**config.mk**
```make
export PLATFORM = sky130hd
export DESIGN_NAME = t_counter_stage
export DESIGN_NICKNAME = d
export VERILOG_FILES = /design/src/rtl/t_counter_stage_pkg.sv /design/src/rtl/t_counter_stage_t_cell.sv /design/src/rtl/t_counter_stage.sv
export SDC_FILE = /design/constraint.sdc
export NUM_CORES = 1
export LEC_CHECK = 0
export ABC_AREA = 1
export CAP_MARGIN = 20
export CORE_MARGIN = 2
export CORE_UTILIZATION = 35
export DETAILED_ROUTE_END_ITERATION = 7
export MAX_ROUTING_LAYER = met4
export SYNTH_ARGS = -nofsm -noshare
export SYNTH_HDL_FRONTEND = slang
export SYNTH_SLANG_ARGS = --single-unit
```
**constraint.sdc**
```tcl
create_clock -name clk -period 3.35 [get_ports clk]
set_input_delay 1.005 -clock clk [delete_from_list [all_inputs] [get_ports clk]]
set_output_delay 1.005 -clock clk [all_outputs]
set_load 0.01 [all_outputs]
```
**src/rtl/t_counter_stage_pkg.sv**
```systemverilog
// Shared constants and types for the toggle-cell up/down counter.
package t_counter_stage_pkg;

    localparam int DEFAULT_WIDTH   = 4;
    localparam int DEFAULT_MODULUS = 16;

    typedef enum logic {
        DIR_DOWN = 1'b0,
        DIR_UP   = 1'b1
    } dir_e;

endpackage : t_counter_stage_pkg

```
**src/rtl/t_counter_stage_t_cell.sv**
```systemverilog
// Single toggle bit with synchronous active-low clear and a registered complement.
module t_cell (
    input  logic clk,
    input  logic clear,
    input  logic t,
    output logic q,
    output logic q_bar
);

    logic q_q;
    logic q_d;
    logic q_bar_q;

    always_comb q_d = q_q ^ t;

    // NOTE: state flops use non-blocking assignments so every cell samples the pre-edge value.
    always_ff @(posedge clk) begin
        if (!clear) begin
            q_q     <= 1'b0;
            q_bar_q <= 1'b1;
        end else begin
            q_q     <= q_d;
            q_bar_q <= ~q_d;
        end
    end

    assign q     = q_q;
    assign q_bar = q_bar_q;

endmodule : t_cell

```
**src/rtl/t_counter_stage.sv**
```systemverilog
// Modulo-N up/down counter built from t_cell toggle bits; drives tc for cascading and a wrap pulse.
// Optional parallel load is enabled by defining T_COUNTER_LOAD_EN.
module t_counter_stage
    import t_counter_stage_pkg::*;
#(
    parameter int WIDTH   = DEFAULT_WIDTH,
    parameter int MODULUS = DEFAULT_MODULUS
) (
    input  logic             clk,
    input  logic             clear,
    input  logic             en,
    input  logic             up,
`ifdef T_COUNTER_LOAD_EN
    input  logic             load,
    input  logic [WIDTH-1:0] d,
`endif
    output logic [WIDTH-1:0] q,
    output logic [WIDTH-1:0] q_bar,
    output logic             tc,
    output logic             wrap
);

    // One extra bit keeps MODULUS = 2^WIDTH representable in the compares.
    localparam logic [WIDTH:0] MOD_W  = (WIDTH+1)'(MODULUS);
    localparam logic [WIDTH:0] LAST_W = (WIDTH+1)'(MODULUS - 1);
    localparam logic [WIDTH:0] ONE_W  = (WIDTH+1)'(1);

    dir_e             dir;
    logic [WIDTH:0]   q_ext;
    logic [WIDTH-1:0] next_q;
    logic [WIDTH-1:0] t;
    logic             load_act;
    logic             wrap_q;
    logic             wrap_d;

    assign dir   = dir_e'(up);
    assign q_ext = {1'b0, q};

`ifdef T_COUNTER_LOAD_EN
    logic [WIDTH:0] d_ext;
    assign d_ext    = {1'b0, d};
    assign load_act = load;
`else
    assign load_act = 1'b0;
`endif

    // NOTE: next_q is defaulted first so no path through this block infers a latch.
    always_comb begin
        next_q = q;
        if (load_act) begin
`ifdef T_COUNTER_LOAD_EN
            next_q = (d_ext >= MOD_W) ? WIDTH'(LAST_W) : d;
`endif
        end else if (en) begin
            if (dir == DIR_UP) begin
                next_q = (q_ext == LAST_W) ? '0 : WIDTH'(q_ext + ONE_W);
            end else begin
                next_q = (q_ext == '0) ? WIDTH'(LAST_W) : WIDTH'(q_ext - ONE_W);
            end
        end
    end

    // Each cell flips exactly the bits that differ between q and next_q.
    assign t = q ^ next_q;

    assign tc = en & (((dir == DIR_UP) & (q_ext == LAST_W)) |
                      ((dir == DIR_DOWN) & (q_ext == '0)));

    // A load replaces the count rather than wrapping it, so it suppresses the pulse.
    always_comb wrap_d = tc & ~load_act;

    always_ff @(posedge clk) begin
        if (!clear) begin
            wrap_q <= 1'b0;
        end else begin
            wrap_q <= wrap_d;
        end
    end

    assign wrap = wrap_q;

    for (genvar i = 0; i < WIDTH; i++) begin : g_cell
        t_cell u_cell (
            .clk   (clk),
            .clear (clear),
            .t     (t[i]),
            .q     (q[i]),
            .q_bar (q_bar[i])
        );
    end

endmodule : t_counter_stage

```
# Word level (Yosys, flattened, before mapping)
# Index checks and enable logic that the tools add are counted.
# Widths: inputs -> output; s select.
# totals
word_cells	31
regBits	9
output_inout_bits	10
in_bits	4
# op_classes
n_eq_ne	1
n_bitwise	14
reduce_logical	1
addsub	2
n_mux	4
# op_table
cell	n
$mux 4	4
$logic_not 5->1	1
$not 1->1	5
$add 4x1->4 const B	1
$eq 4x4->1 const B	1
$sub 4x1->4 const B	1
$xor 1x1->1	4
$xor 4x4->4	1
$and 1x1->1	3
$or 1x1->1	1

# Longest topological paths before layout
# depth
word_depth	7
mapped_depth	8
mapped_depth_nobuf	8

# Modules after synthesis
# Synthesis repeated with hierarchy kept, for this count alone.
# unflattened
cells_unflattened	81
area_unflattened_um2	539.3
# by_module_without_submodules
mod	seq_area_each_um2	cells_each	area_per_inst_um2	n_inst
t_cell	40.0	10	73.8	4
t_counter_stage	20.0	41	244.0	1

# Worst setup path before layout
# No wires, ideal clock.
# synth_timing
path_kind	input -> output
start	in up
end	out tc
arrival_ns	1.372
n_path_buf	0
slack_ns	0.973
path_stages	5
cell_sequence	inv_2 nand4_1 nand2_1 nand2_1 inv_1
# synth_between
elab_chain_cells	4
# synth_lines
item	line_no	rtl
from (decl)	t_counter_stage.sv:12	input logic up,
$not 1->1	t_counter_stage.sv:67	((dir == DIR_DOWN) & (q_ext == '0)));
$and 1x1->1	t_counter_stage.sv:67	
$or 1x1->1 *	t_counter_stage.sv:66	assign tc = en & (((dir == DIR_UP) & (q_ext == LAST_W)) |
$and 1x1->1 *	t_counter_stage.sv:66	
to (decl)	t_counter_stage.sv:19	output logic tc,
# Every way passes the cells marked *; elsewhere a longest branch is shown, timed or not.

# Worst setup path after layout
# Same ends and word-level chain as after synthesis.

==> results.py <==
metrics = {
    "outcome": {
        "run_status": "completed",
    },
    "logic_synthesis": {
        "synth.area.top_cells": "sky130_fd_sc_hd__dfxtp_1 36%, sky130_fd_sc_hd__buf_4 12%, sky130_fd_sc_hd__nand2_1 9.1%",
        "postSynthAreaPerCell_um2": 7.51,
        "yosysTopAreaCell": "sky130_fd_sc_hd__dfxtp_1",
        "syn_nets": 72,
        "post_synth_num_cell_types": 18,
        "yosys_warnings": 0,
        "synth_top_area_share_pct": 36.4,
        "syn_area_um2": 495,
        "synth_seq_area_share_pct": 36.4,
        "syn-instance-count": 66,
        "synth-seq-cells": 9,
    },
    "sta": {
        "slew_viol_final": 0,
        "hold_fails_final_rpt": 0,
        "clock_skew_ns": 0.000237,
        "achievable-frequency_ghz": 0.315,
        "final_period_minus_worst_setup_slack_ns": 3.17,
        "worstMarginPinSlew_ns": 0.260,
        "fin_hold_ws_ns": 0.633,
        "max_slew_margin_pct": 82.7,
        "layout_worst_path_cycle_share_pct": 94.7,
        "rsz0062_at_grt": "false",
        "timing.final.ws_setup_ns": 0.177,
        "setup_viol": 0,
    },
    "worst_setup_path": {
        "critical_path.slowest_cell": "sky130_fd_sc_hd__clkdlybuf4s50_1",
        "crit_fanout": 4,
        "cp.required_ns": 2.34,
        "worstSetupStartpointType": "input port",
        "endpoint_kind_of_the_worst_setup_timing_path": "output pin",
        "worst_r2r_startpoint": "g_cell[0].u_cell.q$_SDFF_PN0_",
        "timing.rr.end": "g_cell[1].u_cell.q$_SDFF_PN0_",
        "worstPathCellList": "dlygate4sd2_1 > inv_2 > nand4_1 > nand2_1 > nand2_1 > inv_1 > clkdlybuf4s50_1",
        "slowest_delay_ns": 0.52,
        "worst_r2r_path_depth": 5,
        "library_cell_appearing_most_often_on_the_critical_path": "sky130_fd_sc_hd__nand2_1",
        "crit_type": "input port to output pin",
        "regToRegSetupSlack_ns": 1.93,
        "cp_data_arrival_time_ns": 2.17,
    },
    "clock_tree": {
        "root_buffer": "sky130_fd_sc_hd__clkbuf_4",
        "cts_htree_levels": 1,
        "cts_buffers": 3,
        "clock_insertion_delay_worst_skew_ns": 0.25,
        "worst_setup_hold_path_clk_slew_ns": 0.06,
        "clock_path_buffers": 2,
        "tritoncts": "done",
        "clock_sink_count": 9,
        "cts_post_setup_buffers_inserted": 0,
    },
    "hold_path": {
        "min_path_type": "flip-flop to flip-flop",
        "worst_hold_path.endpoint": "g_cell[2].u_cell.q_bar$_SDFF_PN1_",
        "holdPathStages": 2,
        "startpoint_of_the_lowest_slack_hold_path": "g_cell[2].u_cell.q$_SDFF_PN0_",
    },
    "power_and_ir_drop": {
        "total_switching_power_uw": 73.8,
        "total_power_uw": 270,
        "power_report.internal_total_uw": 196,
        "p_per_area_mw_per_mm2": 427,
        "cellLeakagePower_nw": 0.307,
        "sequential_power_share_pct": 46.3,
        "sw_frac_of_total_pct": 27.3,
        "max-vdd-ir-drop_uv": 296,
        "combinationalPowerShare_pct": 24.6,
        "clkPwrFrac_pct": 29.1,
    },
    "global_route": {
        "globalRoute.totalOverflow": 0,
        "grt_pass1_wl_um": 1580,
        "grt_antenna_before_repair": 0,
        "number_of_global_route_vias_before_repair": 403,
        "grt_max_degree": 8,
        "track_usage_pct": 12.7,
    },
    "finish": {
        "drive_above_1_share_pct": 20.5,
        "post_layout_nonfiller_instances": 93,
        "antenna_cells_inserted": 0,
        "fill_cells": 146,
        "utilization_after_layout_pct": 48.0,
        "area_delta_synth_final_pct": 27.5,
        "num-nets-final": 85,
    },
    "placement": {
        "gp_congestion": 0.840,
        "io_buffers": 13,
        "cell_total_after_placement": 89,
        "pre_cts_slack_ns": -0.0631,
        "place_hpwl_um": 721,
    },
    "die": {
        "std_cell_rows": 13,
        "floorplan.core_area_mm2": 0.00132,
        "die_w_um": 41.6,
        "io_pins": 14,
        "initial_utilization_pct": 37.6,
        "die_area_mm2": 0.00173,
        "die_y_um": 41.6,
    },
    "route": {
        "drt-pass1-iter-count": 4,
        "drc": 0,
        "drt-wirelength-per-cell_um": 9.30,
        "detailroute.via_count": 436,
        "violation_count_after_the_first_detailed_routing_iteration": 7,
        "routed_via_density": 4.69,
        "route.antenna.remaining_nets": 0,
        "route.final.wire_length_um": 865,
    },
    "job": {
        "number_of_max_capacitance_violations_reported": 0,
    },
}
==> per-stage QoR <==
stage	setup TNS, ns	instance area, um^2
floorplan	0	495
global route	0	632
finish	0	632
CTS	0	632
global placement	-0.0580	607
detailed placement	-0.0631	607
==> cell usage in the layout (no fill, tap or decap), types with 2 or more instances in the layout <==
| master | instances |
|---|---|
| sky130_fd_sc_hd__nand2_1 | 12 |
| sky130_fd_sc_hd__inv_2 | 4 |
| sky130_fd_sc_hd__nand4_1 | 3 |
| sky130_fd_sc_hd__a21oi_2 | 2 |
| sky130_fd_sc_hd__nand3_2 | 2 |
| sky130_fd_sc_hd__clkbuf_4 | 3 |
| sky130_fd_sc_hd__nor2_1 | 3 |
| sky130_fd_sc_hd__clkdlybuf4s50_1 | 12 |
| sky130_fd_sc_hd__ha_1 | 2 |
| sky130_fd_sc_hd__a21oi_1 | 2 |
| sky130_fd_sc_hd__nand3_1 | 4 |
| sky130_fd_sc_hd__inv_1 | 9 |
| sky130_fd_sc_hd__dfxtp_1 | 9 |
| sky130_fd_sc_hd__buf_4 | 3 |
==> synth_stat cells <==
| cell | instances |
|---|---|
| sky130_fd_sc_hd__a31oi_1 | 1 |
| sky130_fd_sc_hd__a21oi_1 | 2 |
| sky130_fd_sc_hd__nand2_2 | 1 |
| sky130_fd_sc_hd__ha_1 | 2 |
| sky130_fd_sc_hd__o21ai_1 | 1 |
| sky130_fd_sc_hd__nand3_1 | 4 |
| sky130_fd_sc_hd__a21oi_2 | 2 |
| sky130_fd_sc_hd__nor2_1 | 3 |
| sky130_fd_sc_hd__nor3_2 | 1 |
| sky130_fd_sc_hd__inv_2 | 4 |
| sky130_fd_sc_hd__buf_4 | 8 |
| sky130_fd_sc_hd__nand4_1 | 3 |
| sky130_fd_sc_hd__dfxtp_1 | 9 |
| sky130_fd_sc_hd__inv_1 | 9 |
| sky130_fd_sc_hd__nand3_2 | 2 |
| sky130_fd_sc_hd__o21ai_0 | 1 |
| sky130_fd_sc_hd__or2_1 | 1 |
| sky130_fd_sc_hd__nand2_1 | 12 |
==> worst max path at each step <==
stage,from,to,slack [ns],depth (start not counted)
global placement,up,tc,-0.06,6
detailed placement,up,tc,-0.06,6
finish,up,tc,0.18,7
CTS,up,tc,0.17,7
global route,up,tc,0.09,7
floorplan,up,tc,0.97,5
==> cell type report <==
class                      instances  area [um^2]  area share [%]
tap                               15         18.8            2.97
clock buffer                       4         26.3            4.16
multi-input combinational         36          206            32.7
sequential                         9          180            28.5
timing repair buffer              16          151            24.0
inverter                          13         48.8            7.72
==> cells by family (layout without fill, tap and decap cells) <==
family | after synthesis | count (layout) | share of synthesized area [%]
adders and majority gates | 2 | 2 | 5.05
and+or+nand+nor | 27 | 27 | 27.8
DFF | 9 | 9 | 36.4
AOI/OAI and AO/OA | 7 | 7 | 8.84
buffers and inverters | 21 | 33 | 22.0
==> routing by layer <==
metal	vias up	global-route usage, %	share of wire, %
li1	225	-	-
met1	191	11.9	43
met2	18	22.2	49
met3	2	6.96	8.0
met4	0	3.87	0.46
met5	-	-	0
==> power groups by stage <==
| stage | registers, mW | clock network, mW | logic (mW) |
|---|---|---|---|
| 2_1_floorplan | 0.125 | 0 | 0.0472 |
| 3_3_place_gp | 0.128 | 0 | 0.0667 |
| 3_5_place_dp | 0.127 | 0 | 0.0675 |
| 4_1_cts | 0.125 | 0.0824 | 0.0673 |
| 5_1_grt | 0.126 | 0.0895 | 0.0745 |
| 6_report | 0.125 | 0.0786 | 0.0664 |
==> worst max-delay path: cells and delay by family <==
kind	cells	cell delay, ns
buffers and inverters	4	0.91
and+or+nand+nor	3	0.24
==> repair_timing <==
| item | 4_1_cts | 5_1_grt |
|---|---|---|
| resized for setup | 1 | 0 |
| hold buffers | 0 | 0 |
| endpoints found under the setup margin | 1 | 0 |
Note: power is estimated with default switching activity, not from simulation.
==> variant 1 (config.mk and constraints unchanged) <==
Register the inputs `clear`, `en` and `up` before use. The logic sees them one clock later. Comments in the files are not updated.
--- a/src/rtl/t_counter_stage.sv
+++ b/src/rtl/t_counter_stage.sv
@@ -25,6 +25,16 @@
     localparam logic [WIDTH:0] LAST_W = (WIDTH+1)'(MODULUS - 1);
     localparam logic [WIDTH:0] ONE_W  = (WIDTH+1)'(1);
 
+    logic clear_q;
+    logic en_q;
+    logic up_q;
+
+    always_ff @(posedge clk) begin
+        clear_q <= clear;
+        en_q    <= en;
+        up_q    <= up;
+    end
+
     dir_e             dir;
     logic [WIDTH:0]   q_ext;
     logic [WIDTH-1:0] next_q;
@@ -33,7 +43,7 @@
     logic             wrap_q;
     logic             wrap_d;
 
-    assign dir   = dir_e'(up);
+    assign dir   = dir_e'(up_q);
     assign q_ext = {1'b0, q};
 
 `ifdef T_COUNTER_LOAD_EN
@@ -51,7 +61,7 @@
 `ifdef T_COUNTER_LOAD_EN
             next_q = (d_ext >= MOD_W) ? WIDTH'(LAST_W) : d;
 `endif
-        end else if (en) begin
+        end else if (en_q) begin
             if (dir == DIR_UP) begin
                 next_q = (q_ext == LAST_W) ? '0 : WIDTH'(q_ext + ONE_W);
             end else begin
@@ -63,14 +73,14 @@
     // Each cell flips exactly the bits that differ between q and next_q.
     assign t = q ^ next_q;
 
-    assign tc = en & (((dir == DIR_UP) & (q_ext == LAST_W)) |
+    assign tc = en_q & (((dir == DIR_UP) & (q_ext == LAST_W)) |
                       ((dir == DIR_DOWN) & (q_ext == '0)));
 
     // A load replaces the count rather than wrapping it, so it suppresses the pulse.
     always_comb wrap_d = tc & ~load_act;
 
     always_ff @(posedge clk) begin
-        if (!clear) begin
+        if (!clear_q) begin
             wrap_q <= 1'b0;
         end else begin
             wrap_q <= wrap_d;
@@ -82,7 +92,7 @@
     for (genvar i = 0; i < WIDTH; i++) begin : g_cell
         t_cell u_cell (
             .clk   (clk),
-            .clear (clear),
+            .clear (clear_q),
             .t     (t[i]),
             .q     (q[i]),
             .q_bar (q_bar[i])
Function: changed (Yosys sat finds a counterexample within 4 cycles, from zero or initial values).
==> variant 1 against the original RTL <==
Non-clock buffer count decreased by 3; clock power increased by 8.1%; synthesized area increased by 12%; wire length increased by 5.0%; cell area increased by 5.7%; fmax increased by 11%; die area increased by 11%; power increased by 15%; combinational power decreased by 7.2%; register-to-register slack improved by 40 ps; sequential cell count increased by 3; via count decreased by 1.4%; setup slack improved by 320 ps; highest routed layer unchanged.
==> variant 1: results (changes against the original RTL) <==
[outcome]
status=complete, no violations  ; unchanged

[grt]
antenna_found_initial=0  ; unchanged
grt_usage_pct=11.52  ; was 12.73%
grt_pass1_vias=364  ; was 403
grt_max_degree=8  ; unchanged
grt_pass1_wl_um=1524  ; was 1580 um

[critical_path]
worstReg2RegEnd=g_cell[1].u_cell.q  ; unchanged
rrSetupSlack_ps=1970  ; was 1930 ps
cp_slowest_cell=clkdlybuf4s50_1  ; unchanged
slowest_delay_ps=530
timing.rr.start=g_cell[0].u_cell.q  ; unchanged
rr_worst_depth=5  ; unchanged
critPathMaxFanout=7  ; was 4
critical_path.top_delay_family=buffers and inverters  ; unchanged
arrival_ps=1850  ; was 2170 ps

[placement]
dp_hpwl_um=704.1  ; was 721.1 um
gp_congestion=0.7372  ; was 0.8402
port_buffers=13  ; unchanged

[clock_network]
clkTransAtPathRegs_ps=70
clk_latency_ps=270  ; was 250 ps
cts_setup_buffers=0  ; unchanged
root_buffer=clkbuf_4  ; unchanged
htree_levels=1  ; unchanged
cts.path.max_buffers=2  ; unchanged
post_cts_resized=0  ; was 1
numCtsBuffers=3  ; unchanged

[hold_path]
hold-path-endpoint=g_cell[0].u_cell.q  ; was g_cell[2].u_cell.q_bar
hold_path.class=reg2reg  ; unchanged
min_from=clear_q  ; was g_cell[2].u_cell.q
hold_depth=2  ; unchanged

[synthesis]
seq_area_frac_synth_pct=43.24  ; was 36.36%
synth_common_cells=dfxtp_1 (12), nand2_1 (12), inv_1 (9)  ; was nand2_1 (12), dfxtp_1 (9), inv_1 (9)
syn_nets=75  ; was 72
synthDistinctLibCells=18  ; unchanged
synth_warnings=0  ; unchanged
synth_area_leaders=dfxtp_1 (43%), buf_4 (11%), nand2_1 (8.1%), inv_1 (6.1%), ha_1 (4.5%)  ; was dfxtp_1 (36%), buf_4 (12%), nand2_1 (9.1%), inv_1 (6.8%), ha_1 (5.1%)
synth_flop_cell=dfxtp_1  ; unchanged
async_flop_share_pct=0  ; unchanged

[sta]
skew_ps=1.523  ; was 0.2374 ps
tightestPinTransition_ps=264.3  ; was 259.8 ps
tns_ps=0  ; unchanged
holdWs_ps=490.7  ; was 633.4 ps
drv_slew=0  ; unchanged

[final_layout]
largest_register_ffs=4
drive_above_1_share_pct=16.88  ; was 20.51%
layout.nets=85  ; unchanged
diodes=0  ; unchanged

[route]
dr.pass1.iters=4  ; unchanged
drtIter0Drc=7  ; unchanged
vias=430  ; was 436
wl_per_cell_um=9.763  ; was 9.301 um

[pwr]
p_leak_uw=0.0003159  ; was 0.0003070 uW
ir_worst_vdd_uv=257.4  ; was 296.5 uV

==> variant 1: report_power, final <==
part / internal, uW / switching (uW)
Clock: 41.6 / 43.4
Combinational: 32.1 / 29.6
Sequential: 153 / 10.9
==> variant 1: layer usage <==
layer,share of wire [%],wire [um],vias up,GRT usage [%]
met5,0,0,-,-
met4,3.7,34,0,10.91
met3,4.4,40,5,2.500
met2,42,382,11,13.82
met1,50,451,187,15.31
li1,-,-,227,-
==> variant 1: worst max path at each step <==
stage	start	to	slack, ps	cells past startpoint
after floorplan	g_cell[0].u_cell.q	tc	1360	6
after global placement	g_cell[1].u_cell.q	tc	800	6
after detailed placement	g_cell[1].u_cell.q	tc	800	6
after CTS	g_cell[1].u_cell.q	tc	500	6
after global routing	g_cell[1].u_cell.q	tc	390	6
final	g_cell[1].u_cell.q	tc	490	6
==> variant 1: cells by family (layout without fill, tap and decap cells) <==
family | Yosys count | in the layout | share of synthesized area, %
AND/OR/NAND/NOR | 27 | 27 | 24.78
flip-flops | 12 | 12 | 43.24
adder cells (fa/ha/maj) | 2 | 2 | 4.504
AO/OA/AOI/OAI | 7 | 7 | 7.883
buffers and inverters | 21 | 29 | 19.59
==> variant 1: stage by stage <==
stage                     area (um^2)  power, uW  instances  worst slack (ps)
after CTS                       668.1      312.9         93             503.0
after global placement          645.6      228.3         90             803.3
final                           668.1      310.9         93             492.9
after global routing            668.1      327.7         93             386.3
after floorplan                 555.5      212.0         69              1365
after detailed placement        645.6      229.4         90             796.0
==> variant 1: area by class of cell <==
type	count	area [um^2]
Timing Repair Buffer	13	130.1
Multi-Input combinational cell	36	206.4
Inverter	13	48.80
Sequential cell	12	240.2
Tap cell	16	20.02
Fill cell	139	820.8
Clock buffer	3	22.52
==> variant 1: worst min-delay path, cell delays in order (launching register included) <==
cell     delay (ps)
dfxtp_1         310
o21ai_0          70
a31oi_1          60
==> variant 2 (config.mk and constraints unchanged) <==
Without the edit above. Build with the macro `T_COUNTER_LOAD_EN` defined.
--- a/src/rtl/t_counter_stage.sv
+++ b/src/rtl/t_counter_stage.sv
@@ -1,5 +1,7 @@
 // Modulo-N up/down counter built from t_cell toggle bits; drives tc for cascading and a wrap pulse.
 // Optional parallel load is enabled by defining T_COUNTER_LOAD_EN.
+`define T_COUNTER_LOAD_EN
+
 module t_counter_stage
     import t_counter_stage_pkg::*;
 #(
Interface: changed (added d and load); port bits go from 14 to 19. No check against the original RTL was run, so the function may have changed too.
==> variant 2 against the original RTL <==
Die area grew 17%; sequential cell count did not move; global-route usage is 0.41 points lower; synthesized area rose by 19%; cell area increased by 21%; core utilization grew 1.5 points; power up 4.7%; highest routed layer is now met3; setup slack improved by 17 ps; wire length grew 21%.
==> variant 2: results (changes against the original RTL) <==
[synthesis]
synth_xor_area_share_pct=1.483  ; was 0%
seq_area_frac_synth_pct=30.51  ; was 36.36%
synth-compound-area-share_pct=9.958  ; was 8.838%
yosys.area_share.adder_pct=4.237  ; was 5.051%
synthDistinctLibCells=23  ; was 18
muxShareOfSynthArea_pct=0  ; unchanged
syn_nets=93  ; was 72
synth_area_leaders=dfxtp_1 (31%), nand2_1 (13%), buf_4 (10%), nand3_2 (8.5%), inv_1 (6.4%)  ; was dfxtp_1 (36%), buf_4 (12%), nand2_1 (9.1%), inv_1 (6.8%), ha_1 (5.1%)
synth_flop_cell=dfxtp_1  ; unchanged
synth_common_cells=nand2_1 (20), inv_1 (10), dfxtp_1 (9)  ; was nand2_1 (12), dfxtp_1 (9), inv_1 (9)
async_flop_share_pct=0  ; unchanged
synth_warnings=0  ; unchanged
avgSynthCellArea_um2=7.202  ; was 7.507 um^2

[grt]
grt_pass1_vias=465  ; was 403
grt_pass1_wl_um=1738  ; was 1580 um
grt_max_degree=9  ; was 8
met1_usage_pct=13.27  ; was 11.86%
grt_use_met2_pct=20.00  ; was 22.19%
grt.met3_usage_pct=6.000  ; was 6.957%
antenna_found_initial=0  ; unchanged
grt_usage_pct=12.32  ; was 12.73%

[route]
drtIter0Drc=2  ; was 7
vias=513  ; was 436
wl_per_cell_um=9.283  ; was 9.301 um
dr.pass1.iters=4  ; unchanged

[pwr]
powerDensity_nw_per_um2=371.0  ; was 427.1 nW/um^2
ir_worst_vdd_uv=252.4  ; was 296.5 uV
p_leak_uw=0.0003621  ; was 0.0003070 uW

[clock_network]
clk_latency_ps=250  ; about the same
cts_setup_buffers=0  ; unchanged
numCtsBuffers=3  ; unchanged
htree_levels=1  ; unchanged
post_cts_resized=1  ; unchanged
root_buffer=clkbuf_4  ; unchanged
cts.path.max_buffers=2  ; unchanged
clkTransAtPathRegs_ps=50

[critical_path]
rr_worst_depth=6  ; was 5
critPathMaxFanout=2  ; was 4
worstSetupStartpoint=en  ; was up
rrSetupSlack_ps=1970  ; was 1930 ps
timing.rr.start=g_cell[0].u_cell.q  ; unchanged

[final_layout]
final_cells=113  ; was 93
diodes=0  ; unchanged
fill_cells=173  ; was 146
area_growth_syn_to_layout_pct=29.03  ; was 27.53%
drive_above_1_share_pct=20.62  ; was 20.51%

[sta]
fin_crit_sh_pct=94.20  ; was 94.70%
skew_ps=5.854  ; was 0.2374 ps
slew_headroom_pct=78.46  ; was 82.65%

[hold_path]
hold_depth=3  ; was 2
min_from=g_cell[0].u_cell.q  ; was g_cell[2].u_cell.q
hold_path.class=reg2reg  ; unchanged

[placement]
dp_hpwl_um=873  ; was 721.1 um
port_buffers=18  ; was 13
dpl-instance-area_um2=737.0  ; was 606.8 um^2
gp_congestion=0.8710  ; was 0.8402

[outcome]
status=complete, no violations  ; unchanged

variant 2: cell count changes after synthesis, sizes merged, moves of 2 or more:
cell   before  now
nand2      13   21
nand3       6    9
nand4       3    0
nor2        3    5
o21ai       2    5
variant 2: cell type report:
| class | instances | area share, % |
|---|---|---|
| Tap cell | 16 | 2.627 |
| Clock buffer | 4 | 3.448 |
| Timing Repair Buffer | 21 | 26.44 |
| Inverter | 13 | 6.404 |
| Multi-Input combinational cell | 50 | 37.44 |
| Sequential cell | 9 | 23.65 |
variant 2: metal layers:
| metal | vias to the layer above | part of all wire (%) |
|---|---|---|
| met5 | - | 0 |
| met4 | 0 | 0 |
| met3 | 0 | 6.5 |
| met2 | 14 | 51 |
| met1 | 224 | 42 |
| li1 | 275 | - |
variant 2: per-stage QoR:
step	total power (uW)	hold slack (ps)	worst slack, ps
floorplan	180.8	558.0	919.5
global placement	204.8	593.8	-44.56
detailed placement	205.9	606.3	-54.86
CTS	288.1	626.2	191.4
global route	303.7	647.1	130.5
finish	282.7	607.6	194.3
variant 2: cells by family (layout without fill, tap and decap cells):
kind of cell,Yosys count,count (layout)
adder cells (fa/ha/maj),2,2
flip-flops,9,9
AND/OR/NAND/NOR,38,38
AO/OA/AOI/OAI,9,9
XOR/XNOR,1,1
buffers and inverters,23,38
variant 2: final timing paths:
path / to
setup / recovery: tc
hold / removal: g_cell[0].u_cell.q_bar
setup reg to reg: g_cell[1].u_cell.q_bar
hold reg to reg: g_cell[0].u_cell.q_bar
variant 2: worst max-delay path: stages:
cell and delay, ps:
clkdlybuf4s50_1 490, nand2_1 80, inv_1 50, clkdlybuf4s50_1 520
variant 2: power breakdown:
part / internal, uW / total (uW) / switching (uW)
logic: 42.2 / 79.0 / 36.8
registers: 115 / 123 / 7.94
clock network: 45.7 / 80.4 / 34.7
